**config.mk**
```make
export PLATFORM = sky130hd
export DESIGN_NAME = simon_48_72
export DESIGN_NICKNAME = d
export VERILOG_FILES = /design/src/rtl/simon_48_72.sv
export SDC_FILE = /design/constraint.sdc
export NUM_CORES = 2
export LEC_CHECK = 0
export BUFFER_PORTS_ARGS = -buffer_cell sky130_fd_sc_hd__clkbuf_2
export CORE_MARGIN = 5
export CORE_UTILIZATION = 25
export CTS_CLUSTER_DIAMETER = 60
export DETAILED_ROUTE_END_ITERATION = 8
export PLACE_DENSITY = 0.5
export SKIP_LAST_GASP = 1
export SYNTH_ARGS = -nofsm -noshare
export SYNTH_HDL_FRONTEND = slang
export SYNTH_SLANG_ARGS = --single-unit
```
**constraint.sdc**
```tcl
create_clock -name clk_i -period 8.8 [get_ports clk_i]
set_clock_uncertainty 0.15 [all_clocks]
set_input_delay 1.76 -clock clk_i [delete_from_list [all_inputs] [get_ports clk_i]]
set_output_delay 1.76 -clock clk_i [all_outputs]
set_load 0.005 [all_outputs]
```
**src/rtl/simon_48_72.sv**
```systemverilog
`timescale 1ns/1ps
// simon_48_72 - iterative SIMON 48/72 block cipher core.
//
// One round per clock. Keys are expanded on chip into a T x N round-key store,
// one word per clock, after a key load. Blocks are loaded through a
// request/acknowledge handshake and the result is held on cipher_o until the
// next result is written.
//
// Build option: define SIMON_DECRYPT_EN to support decryption (enc_dec_i = 0).
// Without it enc_dec_i is ignored and every block is encrypted.
//
// Ports:
//   clk_i        rising-edge clock
//   rst_ni       asynchronous active-low reset
//   new_key_i    key load request; key_i[0] is k0
//   ld_key_o     key captured (falls once new_key_i is seen low)
//   done_key_o   all T round keys available
//   new_data_i   block load request; plain_i = {x, y}, enc_dec_i 1 = encrypt
//   ld_data_o    block captured (falls once new_data_i is seen low)
//   done_data_o  result valid on cipher_o; cleared by read_data_i
//   cipher_o     result block {x, y}
module simon_48_72 #(
    parameter int unsigned N  = 24,
    parameter int unsigned M  = 3,
    parameter int unsigned T  = 36,
    parameter int unsigned Co = 6
) (
    input  logic                clk_i,
    input  logic                rst_ni,
    input  logic                new_key_i,
    input  logic [M-1:0][N-1:0] key_i,
    output logic                ld_key_o,
    output logic                done_key_o,
    input  logic                new_data_i,
    input  logic [2*N-1:0]      plain_i,
    input  logic                enc_dec_i,
    output logic                ld_data_o,
    output logic                done_data_o,
    input  logic                read_data_i,
    output logic [2*N-1:0]      cipher_o
);
    localparam logic [N-1:0] KeyConst = {{(N-2){1'b1}}, 2'b00};
    // z0 sequence, MSB first: bit for schedule step i is Z0[61 - i].
    localparam logic [61:0]  Z0 = 62'b11111010001001010110000111001101111101000100101011000011100110;

    typedef enum logic [1:0] {KeyIdle, KeyExpand, KeyReady} key_state_e;
    typedef enum logic [1:0] {DataIdle, DataRun, DataDone} data_state_e;

    function automatic logic [N-1:0] rol(input logic [N-1:0] v, input int unsigned s);
        return (v << s) | (v >> (N - s));
    endfunction

    function automatic logic [N-1:0] ror(input logic [N-1:0] v, input int unsigned s);
        return rol(v, N - s);
    endfunction

    function automatic logic [N-1:0] rnd_f(input logic [N-1:0] v);
        return (rol(v, 1) & rol(v, 8)) ^ rol(v, 2);
    endfunction

    // Key side
    key_state_e     key_state_q, key_state_d;
    logic [Co-1:0]  kcnt_q, kcnt_d;
    logic           ld_key_q, ld_key_d;
    logic           done_key_q, done_key_d;
    logic [N-1:0]   ks_q [T];
    logic           key_start, exp_we;
    logic [Co-1:0]  z_idx;
    logic [5:0]     z_pos;
    logic [N-1:0]   km1, exp_word;

    // Data side
    data_state_e    data_state_q, data_state_d;
    logic [Co-1:0]  rcnt_q, rcnt_d;
    logic [N-1:0]   x_q, x_d, y_q, y_d;
    logic           ld_data_q, ld_data_d;
    logic           done_data_q, done_data_d;
    logic [2*N-1:0] cipher_q, cipher_d;
    logic           data_start;
    logic [Co-1:0]  rk_idx;
    logic [N-1:0]   rnd_x;

`ifdef SIMON_DECRYPT_EN
    logic dec_q, dec_d;
`else
    logic unused_enc_dec;
    assign unused_enc_dec = enc_dec_i;
`endif

    // kcnt_q is the index being written; step i = kcnt_q - M (always < 62 here).
    assign z_idx    = kcnt_q - Co'(M);
    assign z_pos    = 6'd61 - 6'(z_idx);
    assign km1      = ks_q[kcnt_q - Co'(1)];
    assign exp_word = KeyConst ^ N'(Z0[z_pos]) ^ ks_q[z_idx] ^ ror(km1, 3) ^ ror(km1, 4);

    assign data_start = (data_state_q == DataIdle) && new_data_i && done_key_q;

    always_comb begin
        key_state_d = key_state_q;
        kcnt_d      = kcnt_q;
        ld_key_d    = ld_key_q;
        done_key_d  = done_key_q;
        key_start   = 1'b0;
        exp_we      = 1'b0;
        if (!new_key_i) ld_key_d = 1'b0;
        case (key_state_q)
            KeyIdle, KeyReady: begin
                // A block starting this edge reads k0, so the key load waits.
                if (new_key_i && (data_state_q != DataRun) && !data_start) begin
                    key_start   = 1'b1;
                    key_state_d = KeyExpand;
                    kcnt_d      = Co'(M);
                    ld_key_d    = 1'b1;
                    done_key_d  = 1'b0;
                end
            end
            KeyExpand: begin
                exp_we = 1'b1;
                kcnt_d = kcnt_q + Co'(1);
                if (kcnt_q == Co'(T - 1)) begin
                    key_state_d = KeyReady;
                    done_key_d  = 1'b1;
                end
            end
            default: key_state_d = KeyIdle;
        endcase
    end

`ifdef SIMON_DECRYPT_EN
    assign rk_idx = dec_q ? (Co'(T - 1) - rcnt_q) : rcnt_q;
`else
    assign rk_idx = rcnt_q;
`endif
    assign rnd_x = y_q ^ rnd_f(x_q) ^ ks_q[rk_idx];

    always_comb begin
        data_state_d = data_state_q;
        rcnt_d       = rcnt_q;
        x_d          = x_q;
        y_d          = y_q;
        ld_data_d    = ld_data_q;
        done_data_d  = done_data_q;
        cipher_d     = cipher_q;
`ifdef SIMON_DECRYPT_EN
        dec_d        = dec_q;
`endif
        if (!new_data_i) ld_data_d = 1'b0;
        case (data_state_q)
            DataIdle: begin
                if (data_start) begin
                    data_state_d = DataRun;
                    rcnt_d       = '0;
                    ld_data_d    = 1'b1;
                    x_d          = plain_i[2*N-1:N];
                    y_d          = plain_i[N-1:0];
`ifdef SIMON_DECRYPT_EN
                    dec_d = !enc_dec_i;
                    // Decryption runs the forward round on the swapped block.
                    if (!enc_dec_i) begin
                        x_d = plain_i[N-1:0];
                        y_d = plain_i[2*N-1:N];
                    end
`endif
                end
            end
            DataRun: begin
                x_d    = rnd_x;
                y_d    = x_q;
                rcnt_d = rcnt_q + Co'(1);
                if (rcnt_q == Co'(T - 1)) begin
                    data_state_d = DataDone;
                    done_data_d  = 1'b1;
                    cipher_d     = {rnd_x, x_q};
`ifdef SIMON_DECRYPT_EN
                    if (dec_q) cipher_d = {x_q, rnd_x};
`endif
                end
            end
            DataDone: begin
                if (read_data_i) begin
                    done_data_d  = 1'b0;
                    data_state_d = DataIdle;
                end
            end
            default: data_state_d = DataIdle;
        endcase
    end

    always_ff @(posedge clk_i or negedge rst_ni) begin
        if (!rst_ni) begin
            key_state_q  <= KeyIdle;
            kcnt_q       <= '0;
            ld_key_q     <= 1'b0;
            done_key_q   <= 1'b0;
            data_state_q <= DataIdle;
            rcnt_q       <= '0;
            x_q          <= '0;
            y_q          <= '0;
            ld_data_q    <= 1'b0;
            done_data_q  <= 1'b0;
            cipher_q     <= '0;
`ifdef SIMON_DECRYPT_EN
            dec_q        <= 1'b0;
`endif
        end else begin
            key_state_q  <= key_state_d;
            kcnt_q       <= kcnt_d;
            ld_key_q     <= ld_key_d;
            done_key_q   <= done_key_d;
            data_state_q <= data_state_d;
            rcnt_q       <= rcnt_d;
            x_q          <= x_d;
            y_q          <= y_d;
            ld_data_q    <= ld_data_d;
            done_data_q  <= done_data_d;
            cipher_q     <= cipher_d;
`ifdef SIMON_DECRYPT_EN
            dec_q        <= dec_d;
`endif
        end
    end

    always_ff @(posedge clk_i or negedge rst_ni) begin
        if (!rst_ni) begin
            for (int i = 0; i < T; i++) ks_q[i] <= '0;
        end else if (key_start) begin
            for (int i = 0; i < M; i++) ks_q[i] <= key_i[i];
        end else if (exp_we) begin
            ks_q[kcnt_q] <= exp_word;
        end
    end

    assign ld_key_o    = ld_key_q;
    assign done_key_o  = done_key_q;
    assign ld_data_o   = ld_data_q;
    assign done_data_o = done_data_q;
    assign cipher_o    = cipher_q;

endmodule

```
Word-level counts from Yosys, hierarchy flattened
Memories as Yosys holds them, arrays and structs flattened.
Index checks and enable logic that the tools add are counted.
- input port bits: 126
- flip-flop bits (word level): 980
- memory bits (read-only): 64
- word-level logic and storage cells: 154
- memories: 1
- memories (memory ; words ; bits a word ; rd ports ; clocked after memory_dff ; write ports ; RTL line ; text):
    (no name shown) ; 64 ; 1 ; 1 ; 0 ; 0 ; 94 ; assign exp_word = KeyConst ^ N'(Z0[z_pos]) ^ ks_q[z_idx] ^ ror(km1, 3) ^ ror(km1, 4);
- add/subtract/negate cells: 5
- bitwise logic cells: 17
- order comparisons: 6
- equality and inequality tests: 12
- reduce and logical (&&, ||, !) cells: 21
- muxes and demuxes: 45
- operators with widths (kind ; count):
    $bwmux 864 ; 1
    $mux 864 ; 1
    $bmux 24 s6 ; 3
    $mux 24 ; 9
    $demux 24 s6 ; 1
    $xor 24x24->24 ; 6
    $pmux 24 s2 ; 2
    $mux 72 ; 1
    $ge 7x7->1 const B ; 4
    $not 6->7 ; 4
    $and 24x24->24 ; 1
    $or 24x1->24 ; 1
    $or 24x2->24 ; 1
    $or 24x20->24 ; 1
    $or 24x21->24 ; 1
    $or 24x8->24 ; 1
    $pmux 6 s2 ; 2
    $mux 1 ; 14
    $add 6x1->6 const B ; 2
    $eq 6x6->1 const B ; 2
    $mux 6 ; 2
    $mux 2 ; 5
    $ne 2x2->1 const B ; 5
    $reduce_and 2->1 ; 5
    18 further kinds ; 31

Logic depth before layout (Yosys ltp)
- depth after elaboration: 11
- mapped depth: 20
- depth with buffers taken out: 13

Worst setup path before layout
Ideal clock, no wire load.
- path type: register -> register
- start point: register kcnt_q[0]
- end point: register ks_q[578] (netlist name)
- clock period less this slack: 4530 ps
- stages on the path, launching flop included: 19
- path slack: 4270 ps
- arrival: 4246 ps
- library setup time: 134 ps
- cells stage by stage: dfrtp_1 -> buf_6 -> inv_1 -> buf_2 -> buf_6 -> ha_1 -> buf_2 -> buf_2 -> buf_2 -> buf_1 -> mux4_2 -> mux4_2 -> nand2_1 -> a21oi_1 -> a21oi_1 -> xor2_1 -> xnor2_2 -> clkbuf_1 -> o21ai_0
- word-level cells in the longest chain between the ends: 9
- elaborated cells between the ends (all ways): 22
- RTL lines (element ; RTL line ; text):
    from (decl) ; 63 ; logic [Co-1:0] kcnt_q, kcnt_d;
    from (signal assigned) ; 207 ; kcnt_q <= kcnt_d;
    $sub 6x2->6 / $sub 6x1->6 (equally long branches) ; 91, 93 ;
    $not 6->7, on equally long branches ; 94, 93 ;
    $bmux 24 s6, on equally long branches ; 94, 93 ;
    $mux 24, on equally long branches (2 in a row) ; 94, 93 ;
    $xor 24x24->24 / $or 24x21->24 (equally long branches) ; 94, 50 ;
    $xor 24x24->24 (2 in a row) ; 94 ;
    $bwmux 864 (*) ; 229 ; ks_q[kcnt_q] <= exp_word;
    to (signal, indexed assignment) ; 229 ;
    to (decl) ; 66 ; logic [N-1:0] ks_q [T];
Mark *: on every way between the ends. The rest lies on a longest branch, timed or not. The select of a mux whose other input is x is not followed.
A chain may end at the register's enable or synchronous reset.

Worst setup path after layout
- start point: register kcnt_q[1]
- end point: register ks_q[427] (netlist name)
Same word-level chain as after synthesis.

==> reports/results.ini <==
[synth]
syn_nets=5108
yosysWarnings=0
async_reset_ff_frac=1.00
synth-edff-count=0
seq_area_frac_synth=0.417
synth_flop_cell=dfrtp_1
ys_ff_latch=980
yosys.cell_types.count=95
syn_inst=4976
syn_area_per_cell_um2=11.8
synthesis.area_mm2=0.0588

[clock_network]
clockRootBuffer=clkbuf_16
cts_tree=built
numClockSinks=980
cts_made_buffers=117
htreeDepth=3
cts-resized-gates=0
cts_hold_buffers=0
clkTransAtPathRegs_ns=0.06
cts_setup_buffers=0
clk_latency_ns=0.81
clockBufferDepth=3

[critical_path]
path_cells=ha_1, xor2_2, inv_6, buf_4, nor2_1, nand2_1, nand4_1, o21ai_0, o21ai_0, xor2_2, buf_4, o21ai_1
arrival_ns=6.95
cpPeakStageDelay_ns=1.03
critical_path.slowest_cell=dfrtp_1
worstPathMaxFanout=52
crit_path_start=kcnt_q[1]
crit_required_ns=9.28
path_class=flop to flop
rr_startpoint=kcnt_q[1]
start_kind=flop
crit_path_end_kind=flop

[worst_hold_path]
worstHoldPathType=flop to flop
min-delay-start=done_data_o

[detailed_routing]
ant_nets=0
vias=44000
first_pass_iters=5
wl_mm=220
first_iter_violations=4974
vias_per_cell=5.40
wl_per_cell_um=27.0
route.detailed.drc=0

[timing]
holdWs_ns=0.342
post-route-min-period_ns=6.47
max_freq_mhz=155
rsz0062_at_grt=false
tightest_slew_ns=1.33
drv_slew=0
finalSetupTns_ns=0
fin_crit_sh=0.735
setup_viol=0
finalHoldViolations=0
relSlewSlack=0.113

[placement]
dp.cells=7922
hpwlAfterDp_mm=138
gp_congestion=0.867
dpl_cell_area_mm2=0.0626
numPortBuffers=176

[global_route]
antenna_found_initial=11
grt_pass1_vias=43200
grt_usage=0.177
grt_max_degree=132
grt-ovfl-total=0
grt_pass1_wl_mm=322

[cells_and_area]
mostFrequentLayoutCells=1054 x nand2_1, 974 x dfrtp_1, 681 x mux4_2, 551 x o21ai_0, 254 x o21ai_1
multi_input_area_mm2=0.0319
final_common_cell=nand2_1
final_cells=8149
postLayoutCellArea_mm2=0.0667
ff_latch_area_mm2=0.0245
area.growth.synth_to_final_pct=13.4
fillCellCount=24200
drive_gt1_frac=0.287
nNetsFinal=5024

[floorplan]
fp.dieW_um=495
placeableCoreArea_mm2=0.235
core.rowCount=178
dieHeight_um=495
initial_core_util=0.251
die-area_mm2=0.245
num_io_pins=178

[outcome]
status=finished clean

[job]
max-cap-violations=0

## critical path, delay by kind of cell, from the launching register on
| family | cells | cell delay [ns] |
|---|---|---|
| compound gates | 3 | 0.49 |
| xor+xnor | 2 | 1.57 |
| fa+ha+maj | 1 | 0.59 |
| buf+inv | 3 | 1.33 |
| flops | 1 | 1.03 |
| simple gates | 3 | 1.12 |
## kinds of logic after synthesis
logic type	synth area share
adder cells (fa/ha/maj)	0.00128
XOR/XNOR	0.0246
AND/OR/NAND/NOR	0.0915
multiplexers	0.309
AO/OA/AOI/OAI	0.109
buffers and inverters	0.0478
flip-flops	0.417
## registers in the layout, summed over array words and instances, names as in the netlist
name / count
ks_q: 864
cipher_o: 48
x_q: 24
y_q: 24
kcnt_q: 6
rcnt_q: 6
data_state_q: 2
key_state_q: 2
done_data_o: 1
done_key_o: 1
ld_data_o: 1
ld_key_o: 1
## worst paths after layout
kind / endpoint / slack (ns) / depth (start not counted)
min: done_data_o / 0.34 / 1
max: ks_q[427] / 2.33 / 12
max reg2reg: ks_q[427] / 2.33 / 12
min in group asynchronous: ks_q[231] / 0.88 / 1
min reg2reg: done_data_o / 0.34 / 1
max in group asynchronous: kcnt_q[0] / 5.70 / 3
## layout make-up
class                   instances  area share
diodes                          7    0.000262
clock buffers                 164      0.0506
flip-flops and latches        980       0.368
well taps                    3150      0.0591
inverters                      42     0.00244
clock inverters                55      0.0108
multi-input cells            3444       0.478
repair buffers                307      0.0309
## routing by layer
metal | global-route usage | share of wire
met1 | 0.251 | 0.43
met2 | 0.267 | 0.44
met3 | 0.0409 | 0.090
met4 | 0.0629 | 0.039
met5 | 0 | 0.00012
## cells in the mapped netlist, drive strengths merged (6+ instances only)
cell type,count,area [um^2]
a31oi,13,93.8
buf,206,1480
nor3,15,103
o31a,14,123
xnor2,113,1170
nor2,79,315
clkbuf,304,1170
and2,7,43.8
and3,11,68.8
a221o,14,141
ha,6,75.1
a22o,8,70.1
a22oi,86,651
inv,42,160
a41oi,6,52.6
nor2b,29,181
mux2i,37,370
o21ai,836,4300
nand2,1084,4070
nor4,10,83.8
nand4,11,68.8
xor2,23,258
dfrtp,980,24500
o22ai,52,345
a21oi,50,273
mux4,740,16900
nand3,56,285
mux2,85,957
## metrics by stage
step,utilization,worst slack [ns]
floorplan,-,4.27
global placement,0.267,2.57
detailed placement,0.267,2.49
CTS,0.284,2.51
global route,0.284,2.07
finish,0.284,2.33
Power is left out: the tool's default activity adds up to more than one toggle a clock period on the data nets, which glitch-free logic cannot reach.
